### config.mk
export PLATFORM = sky130hd
export DESIGN_NAME = alu_arbiter_flat
export DESIGN_NICKNAME = d
export VERILOG_FILES = /design/src/rtl/alu_arbiter_if.sv /design/src/rtl/alu_arbiter.sv /design/src/flat_wrapper.sv
export SDC_FILE = /design/constraint.sdc
export NUM_CORES = 1
export LEC_CHECK = 0
export BUFFER_PORTS_ARGS = -buffer_cell sky130_fd_sc_hd__buf_2
export CORE_MARGIN = 1.5
export CORE_UTILIZATION = 37
export CTS_CLUSTER_DIAMETER = 150
export DETAILED_ROUTE_END_ITERATION = 12
export GPL_ROUTABILITY_DRIVEN = 0
export MAX_ROUTING_LAYER = met4
export PLACE_DENSITY = 0.8
export SLEW_MARGIN = 10
export SYNTH_ARGS = -nofsm -noshare
export SYNTH_HDL_FRONTEND = slang
export SYNTH_SLANG_ARGS = --single-unit
export TNS_END_PERCENT = 50
### constraint.sdc
create_clock -name CLK -period 3.6 [get_ports CLK]
set_clock_uncertainty 0.2 [all_clocks]
set_input_delay 0.36 -clock CLK [delete_from_list [all_inputs] [get_ports CLK]]
set_output_delay 0.36 -clock CLK [all_outputs]
set_load 0.02 [all_outputs]
### src/rtl/alu_arbiter_if.sv
// Request/response and ALU-side signal bundle for alu_arbiter.
// Lock0/Lock1 exist only when ALU_ARB_LOCK_EN is defined.
interface alu_arbiter_if #(
    parameter int DW   = 8,
    parameter int OPW  = 5,
    parameter int IMMW = 5
);
    logic            Req0;
    logic [OPW-1:0]  Op0;
    logic [DW-1:0]   A0;
    logic [DW-1:0]   B0;
    logic [IMMW-1:0] Imm0;
    logic            Req1;
    logic [OPW-1:0]  Op1;
    logic [DW-1:0]   A1;
    logic [DW-1:0]   B1;
    logic [IMMW-1:0] Imm1;
`ifdef ALU_ARB_LOCK_EN
    logic            Lock0;
    logic            Lock1;
`endif
    logic            Ack0;
    logic            Ack1;
    logic [DW-1:0]   RdData;
    logic            RdZero;
    logic            Busy;
    logic [OPW-1:0]  AluOp;
    logic [DW-1:0]   AluA;
    logic [DW-1:0]   AluB;
    logic [IMMW-1:0] AluImm;
    logic [DW-1:0]   AluOut;
    logic            AluZero;

    // Handshake: ReqN is held high until AckN; AckN is a one-cycle pulse
    // and ReqN must be low at the edge ending that pulse unless a new op is wanted.
`ifdef ALU_ARB_LOCK_EN
    modport slave (
        input  Req0, Op0, A0, B0, Imm0, Req1, Op1, A1, B1, Imm1, Lock0, Lock1,
        input  AluOut, AluZero,
        output Ack0, Ack1, RdData, RdZero, Busy, AluOp, AluA, AluB, AluImm
    );
    modport master (
        output Req0, Op0, A0, B0, Imm0, Req1, Op1, A1, B1, Imm1, Lock0, Lock1,
        output AluOut, AluZero,
        input  Ack0, Ack1, RdData, RdZero, Busy, AluOp, AluA, AluB, AluImm
    );
`else
    modport slave (
        input  Req0, Op0, A0, B0, Imm0, Req1, Op1, A1, B1, Imm1,
        input  AluOut, AluZero,
        output Ack0, Ack1, RdData, RdZero, Busy, AluOp, AluA, AluB, AluImm
    );
    modport master (
        output Req0, Op0, A0, B0, Imm0, Req1, Op1, A1, B1, Imm1,
        output AluOut, AluZero,
        input  Ack0, Ack1, RdData, RdZero, Busy, AluOp, AluA, AluB, AluImm
    );
`endif
endinterface

### src/rtl/alu_arbiter.sv
// Round-robin arbiter sharing one combinational ALU between two requesters.
// Optional ALU_ARB_LOCK_EN: a granted requester with Lock=1 keeps priority.
module alu_arbiter #(
    parameter int DW   = 8,
    parameter int OPW  = 5,
    parameter int IMMW = 5
) (
    input  logic         CLK,
    input  logic         Reset,
    alu_arbiter_if.slave bus,
    output logic [1:0]   dbg_state,
    output logic         dbg_ptr
);
    typedef enum logic [1:0] {
        IDLE = 2'd0,
        EXEC = 2'd1,
        RESP = 2'd2
    } state_e;

    state_e          state_q, state_d;
    logic            gnt_q, gnt_d;
    logic            ptr_q, ptr_d;
    logic [OPW-1:0]  op_q, op_d;
    logic [DW-1:0]   a_q, a_d;
    logic [DW-1:0]   b_q, b_d;
    logic [IMMW-1:0] imm_q, imm_d;
    logic [DW-1:0]   rd_data_q, rd_data_d;
    logic            rd_zero_q, rd_zero_d;
    logic            any_req;
    logic            win_id;
`ifdef ALU_ARB_LOCK_EN
    logic            lock_q, lock_d;
`endif

    assign any_req = bus.Req0 | bus.Req1;
    // Pointer only breaks ties; a lone requester always wins.
    assign win_id  = (bus.Req0 & bus.Req1) ? ptr_q : bus.Req1;

    always_comb begin
        state_d   = state_q;
        gnt_d     = gnt_q;
        ptr_d     = ptr_q;
        op_d      = op_q;
        a_d       = a_q;
        b_d       = b_q;
        imm_d     = imm_q;
        rd_data_d = rd_data_q;
        rd_zero_d = rd_zero_q;
`ifdef ALU_ARB_LOCK_EN
        lock_d    = lock_q;
`endif
        case (state_q)
            IDLE: begin
                if (any_req) begin
                    state_d = EXEC;
                    gnt_d   = win_id;
                    if (win_id) begin
                        op_d  = bus.Op1;
                        a_d   = bus.A1;
                        b_d   = bus.B1;
                        imm_d = bus.Imm1;
`ifdef ALU_ARB_LOCK_EN
                        lock_d = bus.Lock1;
`endif
                    end else begin
                        op_d  = bus.Op0;
                        a_d   = bus.A0;
                        b_d   = bus.B0;
                        imm_d = bus.Imm0;
`ifdef ALU_ARB_LOCK_EN
                        lock_d = bus.Lock0;
`endif
                    end
                end
            end
            EXEC: begin
                rd_data_d = bus.AluOut;
                rd_zero_d = bus.AluZero;
                state_d   = RESP;
            end
            RESP: begin
                state_d = IDLE;
`ifdef ALU_ARB_LOCK_EN
                ptr_d = lock_q ? gnt_q : ~gnt_q;
`else
                ptr_d = ~gnt_q;
`endif
            end
            default: state_d = IDLE;
        endcase
    end

    always_ff @(posedge CLK or posedge Reset) begin
        if (Reset) begin
            state_q   <= IDLE;
            gnt_q     <= 1'b0;
            ptr_q     <= 1'b0;
            op_q      <= '0;
            a_q       <= '0;
            b_q       <= '0;
            imm_q     <= '0;
            rd_data_q <= '0;
            rd_zero_q <= 1'b0;
`ifdef ALU_ARB_LOCK_EN
            lock_q    <= 1'b0;
`endif
        end else begin
            state_q   <= state_d;
            gnt_q     <= gnt_d;
            ptr_q     <= ptr_d;
            op_q      <= op_d;
            a_q       <= a_d;
            b_q       <= b_d;
            imm_q     <= imm_d;
            rd_data_q <= rd_data_d;
            rd_zero_q <= rd_zero_d;
`ifdef ALU_ARB_LOCK_EN
            lock_q    <= lock_d;
`endif
        end
    end

    assign bus.Ack0   = (state_q == RESP) && !gnt_q;
    assign bus.Ack1   = (state_q == RESP) && gnt_q;
    assign bus.Busy   = (state_q == EXEC) || (state_q == RESP);
    assign bus.RdData = rd_data_q;
    assign bus.RdZero = rd_zero_q;
    assign bus.AluOp  = op_q;
    assign bus.AluA   = a_q;
    assign bus.AluB   = b_q;
    assign bus.AluImm = imm_q;
    assign dbg_state  = state_q;
    assign dbg_ptr    = ptr_q;
endmodule

### src/flat_wrapper.sv
// flat-port wrapper written by rule: the top's interface ports become plain ports
module alu_arbiter_flat 
#(
    parameter int DW   = 8,
    parameter int OPW  = 5,
    parameter int IMMW = 5
)
  (CLK, Reset, dbg_state, dbg_ptr, bus_Req0, bus_Op0, bus_A0, bus_B0, bus_Imm0, bus_Req1, bus_Op1, bus_A1, bus_B1, bus_Imm1, bus_AluOut, bus_AluZero, bus_Ack0, bus_Ack1, bus_RdData, bus_RdZero, bus_Busy, bus_AluOp, bus_AluA, bus_AluB, bus_AluImm);
  alu_arbiter_if #(.DW(DW), .OPW(OPW), .IMMW(IMMW)) bus_i ();
  input  logic CLK;
  input  logic Reset;
  output logic [1:0] dbg_state;
  output logic dbg_ptr;
  input wire logic [$bits(bus_i.Req0)-1:0] bus_Req0;
  input wire logic [$bits(bus_i.Op0)-1:0] bus_Op0;
  input wire logic [$bits(bus_i.A0)-1:0] bus_A0;
  input wire logic [$bits(bus_i.B0)-1:0] bus_B0;
  input wire logic [$bits(bus_i.Imm0)-1:0] bus_Imm0;
  input wire logic [$bits(bus_i.Req1)-1:0] bus_Req1;
  input wire logic [$bits(bus_i.Op1)-1:0] bus_Op1;
  input wire logic [$bits(bus_i.A1)-1:0] bus_A1;
  input wire logic [$bits(bus_i.B1)-1:0] bus_B1;
  input wire logic [$bits(bus_i.Imm1)-1:0] bus_Imm1;
  input wire logic [$bits(bus_i.AluOut)-1:0] bus_AluOut;
  input wire logic [$bits(bus_i.AluZero)-1:0] bus_AluZero;
  output wire logic [$bits(bus_i.Ack0)-1:0] bus_Ack0;
  output wire logic [$bits(bus_i.Ack1)-1:0] bus_Ack1;
  output wire logic [$bits(bus_i.RdData)-1:0] bus_RdData;
  output wire logic [$bits(bus_i.RdZero)-1:0] bus_RdZero;
  output wire logic [$bits(bus_i.Busy)-1:0] bus_Busy;
  output wire logic [$bits(bus_i.AluOp)-1:0] bus_AluOp;
  output wire logic [$bits(bus_i.AluA)-1:0] bus_AluA;
  output wire logic [$bits(bus_i.AluB)-1:0] bus_AluB;
  output wire logic [$bits(bus_i.AluImm)-1:0] bus_AluImm;
  assign bus_i.Req0 = bus_Req0;
  assign bus_i.Op0 = bus_Op0;
  assign bus_i.A0 = bus_A0;
  assign bus_i.B0 = bus_B0;
  assign bus_i.Imm0 = bus_Imm0;
  assign bus_i.Req1 = bus_Req1;
  assign bus_i.Op1 = bus_Op1;
  assign bus_i.A1 = bus_A1;
  assign bus_i.B1 = bus_B1;
  assign bus_i.Imm1 = bus_Imm1;
  assign bus_i.AluOut = bus_AluOut;
  assign bus_i.AluZero = bus_AluZero;
  assign bus_Ack0 = bus_i.Ack0;
  assign bus_Ack1 = bus_i.Ack1;
  assign bus_RdData = bus_i.RdData;
  assign bus_RdZero = bus_i.RdZero;
  assign bus_Busy = bus_i.Busy;
  assign bus_AluOp = bus_i.AluOp;
  assign bus_AluA = bus_i.AluA;
  assign bus_AluB = bus_i.AluB;
  assign bus_AluImm = bus_i.AluImm;
  alu_arbiter #(.DW(DW), .OPW(OPW), .IMMW(IMMW)) u_core (.CLK(CLK), .Reset(Reset), .bus(bus_i), .dbg_state(dbg_state), .dbg_ptr(dbg_ptr));
endmodule
==> results.py, run 1 <==
metrics = {
    "floorplan": {
        "die_h_um": 74.5,
        "initial_core_util": 0.392,
        "ios": 106,
        "die_x_um": 74.5,
        "row_count": 25,
        "coreArea_mm2": 0.00482,
        "fp.dieArea_mm2": 0.00554,
    },
    "global_routing": {
        "grt_pass1_wl_mm": 7.35,
        "grt_max_degree": 54,
        "antenna_found_initial": 0,
        "first_global_vias": 1675,
        "grt_usage": 0.179,
        "grt_overflow": 0,
    },
    "layout": {
        "drive_above_1_share": 0.438,
        "fin_nets": 356,
        "area_growth_pct": 31.5,
        "fillers": 483,
        "multi_input_area_um2": 756,
        "design_area_mm2": 0.00248,
        "final-seq-area_um2": 976,
        "diodes": 0,
    },
    "synthesis": {
        "synth_most_common_cell": "dfrtp_1",
        "yosysTopAreaCellShare": 0.517,
        "synth-seq-area-share": 0.517,
        "synth_edf_count": 0,
        "syn_area_mm2": 0.00189,
        "yosysWarnings": 0,
        "ys.flop_type": "dfrtp_1",
        "synth.distinct_cells": 21,
        "async_flop_share": 1.00,
        "synthTopCellsByArea": "dfrtp_1, a31oi_1, nand3_1, o21ai_0, nor2_1",
        "netlist_instances": 191,
        "synth-seq-cells": 39,
        "avgSynthCellArea_um2": 9.89,
        "yosys.area.top_type": "dfrtp_1",
        "ys_top_cells_by_count": "dfrtp_1, nor2_1, nand3_1",
        "synth_nets": 260,
    },
    "drt": {
        "vias": 1760,
        "drt_iter0_drc": 172,
        "totalWireLength_mm": 4.54,
        "routedWlPerCell_um": 12.8,
        "drtAntennaViolNets": 0,
        "firstDrtPassIters": 4,
        "routed_via_density": 4.96,
        "drc_errors": 0,
    },
    "clock_tree": {
        "clockBufferDepth": 2,
        "hold_buffers": 0,
        "cts_buffers": 5,
        "clock-root-buffer": "clkbuf_8",
        "h-tree-depth": 2,
        "insertion_delay_ns": 0.29,
        "cts_tree": "yes",
        "post-cts-setup-buffers": 0,
        "clock_sinks": 39,
        "path_clk_slew_ns": 0.08,
        "cts_resized": 0,
    },
    "timing": {
        "holdWs_ns": 0.0676,
        "rsz0062_at_grt": "no",
        "maxSlewViolCount": 0,
        "finalHoldViolCount": 0,
        "fin_crit_ns": 2.08,
        "setup_tns_ns": 0,
        "worstMarginPinSlew_ns": 0.953,
        "min_period_over_period": 0.578,
        "max-slew-margin-rel": 0.365,
        "fmax_mhz": 481,
        "setup_viol": 0,
    },
    "power": {
        "pwr-share-clk": 0.170,
        "power_uw": 2230,
        "p_switching_uw": 944,
        "peakVddDrop_uv": 395,
        "p_leak_uw": 0.00119,
        "swShare": 0.423,
        "p_per_area_mw_per_mm2": 897,
        "p_comb_frac": 0.481,
        "power.internal_uw": 1290,
        "pwr-share-seq": 0.350,
    },
    "critical_path": {
        "cp.arrival_ns": 2.09,
        "worstSetupPathType": "flop to flop",
        "worstSetupEndpointType": "flop",
        "critPathMaxFanout": 53,
        "cp-start-kind": "flop",
        "critical_path_required_ns": 3.61,
    },
    "placed_design": {
        "dp_hpwl_mm": 3.34,
        "numPortBuffers": 105,
        "placed_area_mm2": 0.00237,
    },
    "run": {
        "drv_cap": 0,
    },
    "min_path": {
        "hp-class": "primary input to asynchronous set/reset pin",
    },
    "run_status": {
        "status": "completed",
    },
}
## path summary, 6_finish.rpt
kind / from / to / slack [ns] / cells past startpoint
worst max-delay path: u_core.dbg_state[0] / u_core.bus.AluB[5] / 1.52 / 5
worst min-delay path: Reset / u_core.bus.AluB[2] / 0.07 / 2
worst max register to register: u_core.dbg_state[0] / u_core.bus.AluB[5] / 1.52 / 5
worst min register to register: u_core.bus.RdData[7] / u_core.bus.RdData[7] / 0.30 / 1
max in group asynchronous: Reset / u_core.bus.AluOp[4] / 2.39 / 3
min in group CLK: bus_AluOut[5] / u_core.bus.RdData[5] / 0.09 / 2
## area by class of cell
class / instances / share of cell area
clock inverter: 2 / 0.0141
timing repair buffer: 106 / 0.215
tap: 67 / 0.0337
sequential: 39 / 0.393
multi-input combinational: 130 / 0.304
clock buffer: 6 / 0.0332
inverter: 5 / 0.00755
## power by group through the flow
stage | Clock (µW) | Sequential (µW) | Combinational, µW
floorplan | 0 | 1050 | 544
global placement | 0 | 782 | 1060
detailed placement | 0 | 790 | 1080
CTS | 386 | 784 | 1080
global route | 404 | 814 | 1180
finish | 378 | 780 | 1070
## state kept, by name (all words and copies together), names as in the netlist, 2 cells and up
signal	flops
u_core.bus.AluImm	5
u_core.bus.RdData	8
u_core.bus.AluA	8
u_core.bus.AluOp	5
u_core.dbg_state	2
u_core.bus.AluB	8
## per-layer routing
layer  track usage  wire length, µm
met5             -                0
met3        0.0474              375
met1         0.209             1950
met2         0.297             2170
met4        0.0646               49
## worst max-delay path: stages, from the launching register on
cell	delay, ns
dfrtp_1	0.41
inv_1	0.11
ha_1	0.22
o21a_2	0.74
nor2_1	0.11
a31oi_1	0.19
## through the flow
stage	utilization	instances	setup slack [ns]
after floorplan	-	191	1.95
after global placement	0.491	347	1.50
after detailed placement	0.491	347	1.44
after CTS	0.516	355	1.52
after global routing	0.516	355	1.38
final	0.516	355	1.52
## placed cells by master, fill, tap and decap left out
cell	count
buf_2	105
dfrtp_1	39
nor2_1	28
nand3_1	27
a31oi_1	26
o21ai_0	22
mux2_2	9
clkbuf_8	6
inv_1	5
o21ai_1	5
ha_1	4
nor2_2	1
nand2_1	1
mux2_1	1
and2_1	1
and2b_4	1
o21a_2	1
nand2b_1	1
a21boi_1	1
nor2b_1	1
clkinv_2	1
bufinv_16	1
buf_4	1
## logic make-up after synthesis
logic type,share of synthesized area
multiplexers,0.0596
buffers and inverters,0.0841
adder cells (fa/ha/maj),0.0265
AO/OA/AOI/OAI,0.166
flip-flops,0.517
AND/OR/NAND/NOR,0.148
No activity file was read; power rests on OpenSTA's default activity.
==> run 2: changes to the inputs <==
--- a/config.mk
+++ b/config.mk
@@ -12,7 +12,7 @@
 export DETAILED_ROUTE_END_ITERATION = 12
 export GPL_ROUTABILITY_DRIVEN = 0
 export MAX_ROUTING_LAYER = met4
-export PLACE_DENSITY = 0.8
+export PLACE_DENSITY = 0.83
 export SLEW_MARGIN = 10
 export SYNTH_ARGS = -nofsm -noshare
 export SYNTH_HDL_FRONTEND = slang
==> constraint.sdc (replaced) <==
create_clock -name CLK -period 1.88 [get_ports CLK]
set_clock_uncertainty 0.2 [all_clocks]
set_input_delay 0.188 -clock CLK [delete_from_list [all_inputs] [get_ports CLK]]
set_output_delay 0.188 -clock CLK [all_outputs]
set_load 0.02 [all_outputs]
==> results.py, run 2 (synthesis results as in run 1) <==
metrics = {
    "critical_path": {
        "cp.arrival_ns": 1.35,
        "ff2ff_setup_slack_ns": 0.19,
        "worstSetupPathType": "flop to output port",
        "r2r-end": "u_core.bus.AluOp[2]",
        "crit_family": "flip-flops",
        "path_buf_inv": 2,
        "cp_cell_sequence": "inv_1 > ha_1 > nor2b_1 > buf_2",
        "worstSetupEndpointType": "output port",
        "cp-start-kind": "flop",
        "slowest_stage": "dfrtp_1",
        "r2r_start": "u_core.dbg_state[1]",
        "critPathMaxFanout": 4,
        "reg2reg_depth": 6,
        "cpPeakStageDelay_ns": 0.41,
        "critical_path_required_ns": 1.49,
    },
    "power": {
        "p_switching_uw": 1900,
        "p_comb_frac": 0.520,
        "pwr-share-seq": 0.342,
        "pwr-share-clk": 0.138,
        "swShare": 0.430,
        "power.internal_uw": 2520,
        "peakVddDrop_uv": 867,
        "p_leak_uw": 0.00145,
        "p_per_area_mw_per_mm2": 1420,
    },
    "drt": {
        "drc_errors": 0,
        "routedWlPerCell_um": 14.6,
        "vias": 2082,
        "drtAntennaViolNets": 0,
        "drt_iter0_drc": 134,
        "totalWireLength_mm": 6.13,
        "routed_via_density": 4.96,
        "firstDrtPassIters": 4,
    },
    "floorplan": {
        "row_count": 25,
        "coreArea_mm2": 0.00482,
        "initial_core_util": 0.392,
        "die_x_um": 74.5,
        "die_h_um": 74.5,
        "fp.dieArea_mm2": 0.00554,
        "ios": 106,
    },
    "layout": {
        "mostFrequentLayoutCell": "buf_2",
        "diodes": 0,
        "final_util": 0.647,
        "fin_nets": 421,
        "drive_above_1_share": 0.371,
        "area_growth_pct": 64.9,
        "mostFrequentLayoutCells": "buf_2, dlygate4sd3_1, dfrtp_1",
        "fillers": 427,
    },
    "timing": {
        "worstMarginPinSlew_ns": 0.757,
        "fmax_mhz": 574,
        "setup_viol": 0,
        "finalWorstSetupSlack_ns": 0.137,
        "finalHoldViolCount": 0,
        "rsz0062_at_grt": "no",
        "min_period_over_period": 0.927,
        "fin_crit_ns": 1.74,
        "maxSlewViolCount": 0,
        "setup_tns_ns": 0,
        "holdWs_ns": 0.00474,
        "max-slew-margin-rel": 0.495,
    },
    "global_routing": {
        "grt_max_degree": 29,
        "grt_overflow": 0,
        "use_met2": 0.430,
        "grt_usage": 0.237,
        "busiest_layer": "met2",
        "grt_use_met1": 0.251,
        "first_global_vias": 2160,
        "antenna_found_initial": 0,
        "grt_pass1_wl_mm": 9.51,
        "use_met3": 0.0569,
    },
    "placed_design": {
        "dp_hpwl_mm": 3.64,
        "pre_cts_ws_ns": 0.207,
        "numPortBuffers": 105,
    },
    "min_path": {
        "hp-class": "primary input to flop",
        "hold_depth": 3,
        "min_from": "bus_B1[4]",
        "hold_end": "u_core.bus.AluB[4]",
    },
    "clock_tree": {
        "cts_tree": "yes",
        "post-cts-setup-buffers": 0,
        "insertion_delay_ns": 0.29,
        "h-tree-depth": 2,
        "cts_buffers": 5,
        "clock_sinks": 39,
        "clock-root-buffer": "clkbuf_8",
        "path_clk_slew_ns": 0.07,
        "clockBufferDepth": 2,
    },
    "run": {
        "drv_cap": 0,
    },
    "run_status": {
        "status": "completed",
    },
}
-- run 2: cell types whose count changed in the layout (fill, tap and decap cells not counted), sizes merged --
cell         delta
buf             +6
bufinv          -1
clkbuf          +2
inv             -1
dlygate4sd3    +59
-- run 2: worst max path at each step --
stage                        start                   to  slack [ns]  cells after the start
2_1_floorplan  u_core.dbg_state[0]  u_core.bus.AluOp[4]        0.26                      7
3_3_place_gp              bus_Req1   u_core.bus.AluA[2]        0.24                      4
3_5_place_dp   u_core.dbg_state[0]   u_core.bus.AluB[7]        0.21                      6
4_1_cts        u_core.dbg_state[0]             bus_Ack0        0.12                      4
5_1_grt        u_core.dbg_state[0]             bus_Ack0        0.04                      4
6_report       u_core.dbg_state[0]             bus_Ack0        0.14                      4
-- run 2: layout make-up --
type	count	area, µm²	share of cell area
inverters	5	18.8	0.00602
flip-flops and latches	39	976	0.313
well taps	67	83.8	0.0269
multi-input cells	130	756	0.243
clock buffers	8	100	0.0321
repair buffers	171	1180	0.379
-- run 2: timing repair --
action                    4_1_cts  5_1_grt
hold buffers                   59        0
resized for setup               0        0
hold endpoints to repair       52        0
-- run 2: power by group through the flow --
stage	combinational [µW]	sequential [µW]	clock, µW
after CTS	2290	1500	637
after global routing	2500	1550	658
after floorplan	1040	2010	0
final	2300	1510	609
after global placement	2150	1480	0
after detailed placement	2200	1510	0
-- run 2: through the flow --
step,total power [µW],cell area (µm²),std cells
after floorplan,3050,1890,191
after global placement,3630,2420,353
after detailed placement,3710,2420,353
after CTS,4430,3120,420
after global routing,4710,3120,420
final,4420,3120,420
-- run 2: metal layers --
metal,vias up,share of wire,wire (µm)
met3,13,0.057,352
li1,997,-,-
met4,0,0.018,110
met2,90,0.54,3280
met5,-,0,0
met1,982,0.39,2390
-- run 2: worst register-to-register path, stage by stage, from the launching register on --
cell     delay, ns
dfrtp_1       0.41
inv_1         0.11
ha_1          0.21
o21a_2        0.19
buf_4         0.25
nor2_1        0.08
a31oi_1       0.15
==> run 3: changes to the inputs <==
--- a/config.mk
+++ b/config.mk
@@ -8,6 +8,7 @@
 export BUFFER_PORTS_ARGS = -buffer_cell sky130_fd_sc_hd__buf_2
 export CORE_MARGIN = 1.5
 export CORE_UTILIZATION = 37
+export CTS_BUF_LIST = sky130_fd_sc_hd__clkbuf_4 sky130_fd_sc_hd__clkbuf_8
 export CTS_CLUSTER_DIAMETER = 150
 export DETAILED_ROUTE_END_ITERATION = 12
 export GPL_ROUTABILITY_DRIVEN = 0
==> results.py, run 3 (synthesis results as in run 1) <==
metrics = {
    "layout": {
        "fillers": 427,
        "fin_nets": 421,
        "area_growth_pct": 65.1,
        "multi_input_area_um2": 756,
        "final_util": 0.648,
        "diodes": 0,
        "mostFrequentLayoutCells": "buf_2, dlygate4sd3_1, dfrtp_1",
        "final_cells": 420,
        "mostFrequentLayoutCell": "buf_2",
        "drive_above_1_share": 0.374,
        "design_area_mm2": 0.00312,
        "final-seq-area_um2": 976,
    },
    "timing": {
        "setup_viol": 0,
        "fin_crit_ns": 1.75,
        "worstMarginPinSlew_ns": 0.720,
        "fmax_mhz": 571,
        "min_period_over_period": 0.931,
        "rsz0062_at_grt": "no",
        "max-slew-margin-rel": 0.517,
        "finalHoldViolCount": 0,
        "maxSlewViolCount": 0,
        "setup_tns_ns": 0,
    },
    "placed_design": {
        "placed_area_mm2": 0.00242,
        "numPortBuffers": 105,
        "dp_hpwl_mm": 3.64,
        "dp.cells": 353,
    },
    "critical_path": {
        "worstSetupPathType": "flop to output port",
        "cp_cell_sequence": "inv_1 > ha_1 > nor2b_1 > buf_2",
        "r2r_start": "u_core.dbg_state[0]",
        "slowest_stage": "dfrtp_1",
        "cp-start-kind": "flop",
        "crit_family": "flip-flops",
        "path_buf_inv": 2,
        "cpPeakStageDelay_ns": 0.41,
        "critical_path_required_ns": 1.49,
        "cp.arrival_ns": 1.36,
        "crit_path_start": "u_core.dbg_state[0]",
        "worstSetupEndpointType": "output port",
        "critPathMaxFanout": 4,
    },
    "global_routing": {
        "first_global_vias": 2164,
        "grt_usage": 0.237,
        "grt_max_degree": 29,
        "antenna_found_initial": 0,
        "grt_pass1_wl_mm": 9.52,
        "grt_overflow": 0,
    },
    "floorplan": {
        "fp.dieArea_mm2": 0.00554,
        "die_h_um": 74.5,
        "initial_core_util": 0.392,
        "ios": 106,
        "die_x_um": 74.5,
        "row_count": 25,
        "coreArea_mm2": 0.00482,
    },
    "min_path": {
        "min_from": "bus_B1[4]",
        "hp-class": "primary input to flop",
    },
    "run_status": {
        "status": "completed",
    },
    "clock_tree": {
        "hold_buffers": 59,
        "h-tree-depth": 2,
        "cts_resized": 0,
        "clockBufferDepth": 2,
        "path_clk_slew_ns": 0.07,
        "clock_sinks": 39,
        "clock-root-buffer": "clkbuf_8",
        "post-cts-setup-buffers": 0,
        "cts_tree": "yes",
        "cts_buffers": 5,
        "insertion_delay_ns": 0.29,
    },
    "drt": {
        "firstDrtPassIters": 4,
        "drt_iter0_drc": 137,
        "vias": 2083,
        "routedWlPerCell_um": 14.7,
        "drtAntennaViolNets": 0,
        "routed_via_density": 4.96,
        "drc_errors": 0,
        "totalWireLength_mm": 6.16,
    },
    "power": {
        "pwr-share-clk": 0.141,
        "swShare": 0.430,
        "p_comb_frac": 0.518,
        "p_per_area_mw_per_mm2": 1420,
        "peakVddDrop_uv": 871,
        "power.internal_uw": 2530,
        "p_leak_uw": 0.00146,
        "pwr-share-seq": 0.341,
        "p_switching_uw": 1910,
    },
    "run": {
        "drv_cap": 0,
    },
}
[run 3: final cells by class]
cell class,count,share of cell area
Inverter,5,0.00602
Multi-Input combinational cell,130,0.242
Sequential cell,39,0.313
Clock buffer,8,0.0333
Tap cell,67,0.0269
Timing Repair Buffer,171,0.379
[run 3: worst paths after layout]
path | endpoint | slack, ns | depth (start not counted)
min reg2reg | u_core.bus.RdData[1] | 0.31 | 1
max | bus_Ack0 | 0.13 | 4
max reg2reg | u_core.bus.AluOp[2] | 0.20 | 6
max in group asynchronous | u_core.bus.AluImm[1] | 0.63 | 4
min | u_core.bus.AluB[4] | 0.003 | 3
min in group asynchronous | u_core.bus.AluB[1] | 0.29 | 3
[run 3: worst reg2reg max path, stage by stage (launching register included)]
cell	delay, ns
dfrtp_1	0.41
inv_1	0.12
ha_1	0.21
o21a_2	0.19
buf_4	0.25
nor2_1	0.08
a31oi_1	0.15
[run 3: power groups by stage]
stage               Sequential (µW)  Clock, µW  Combinational [µW]
finish                         1510        627                2300
global route                   1550        673                2500
CTS                            1500        653                2290
detailed placement             1510          0                2200
global placement               1480          0                2150
floorplan                      2010          0                1040
[run 3: through the flow]
| stage | setup WS, ns | hold slack (ns) | total power (µW) |
|---|---|---|---|
| after floorplan | 0.261 | 0.140 | 3050 |
| after global placement | 0.243 | 0.0379 | 3630 |
| after detailed placement | 0.207 | 0.0534 | 3710 |
| after CTS | 0.119 | 0.00116 | 4440 |
| after global routing | 0.0390 | 0.0159 | 4730 |
| final | 0.130 | 0.00299 | 4440 |
[run 3: per-layer routing]
metal | global-route usage | vias up | wire length, µm
li1 | - | 996 | -
met1 | 0.252 | 980 | 2380
met2 | 0.431 | 96 | 3300
met3 | 0.0569 | 11 | 384
met4 | 0.0788 | 0 | 97
met5 | - | - | 0
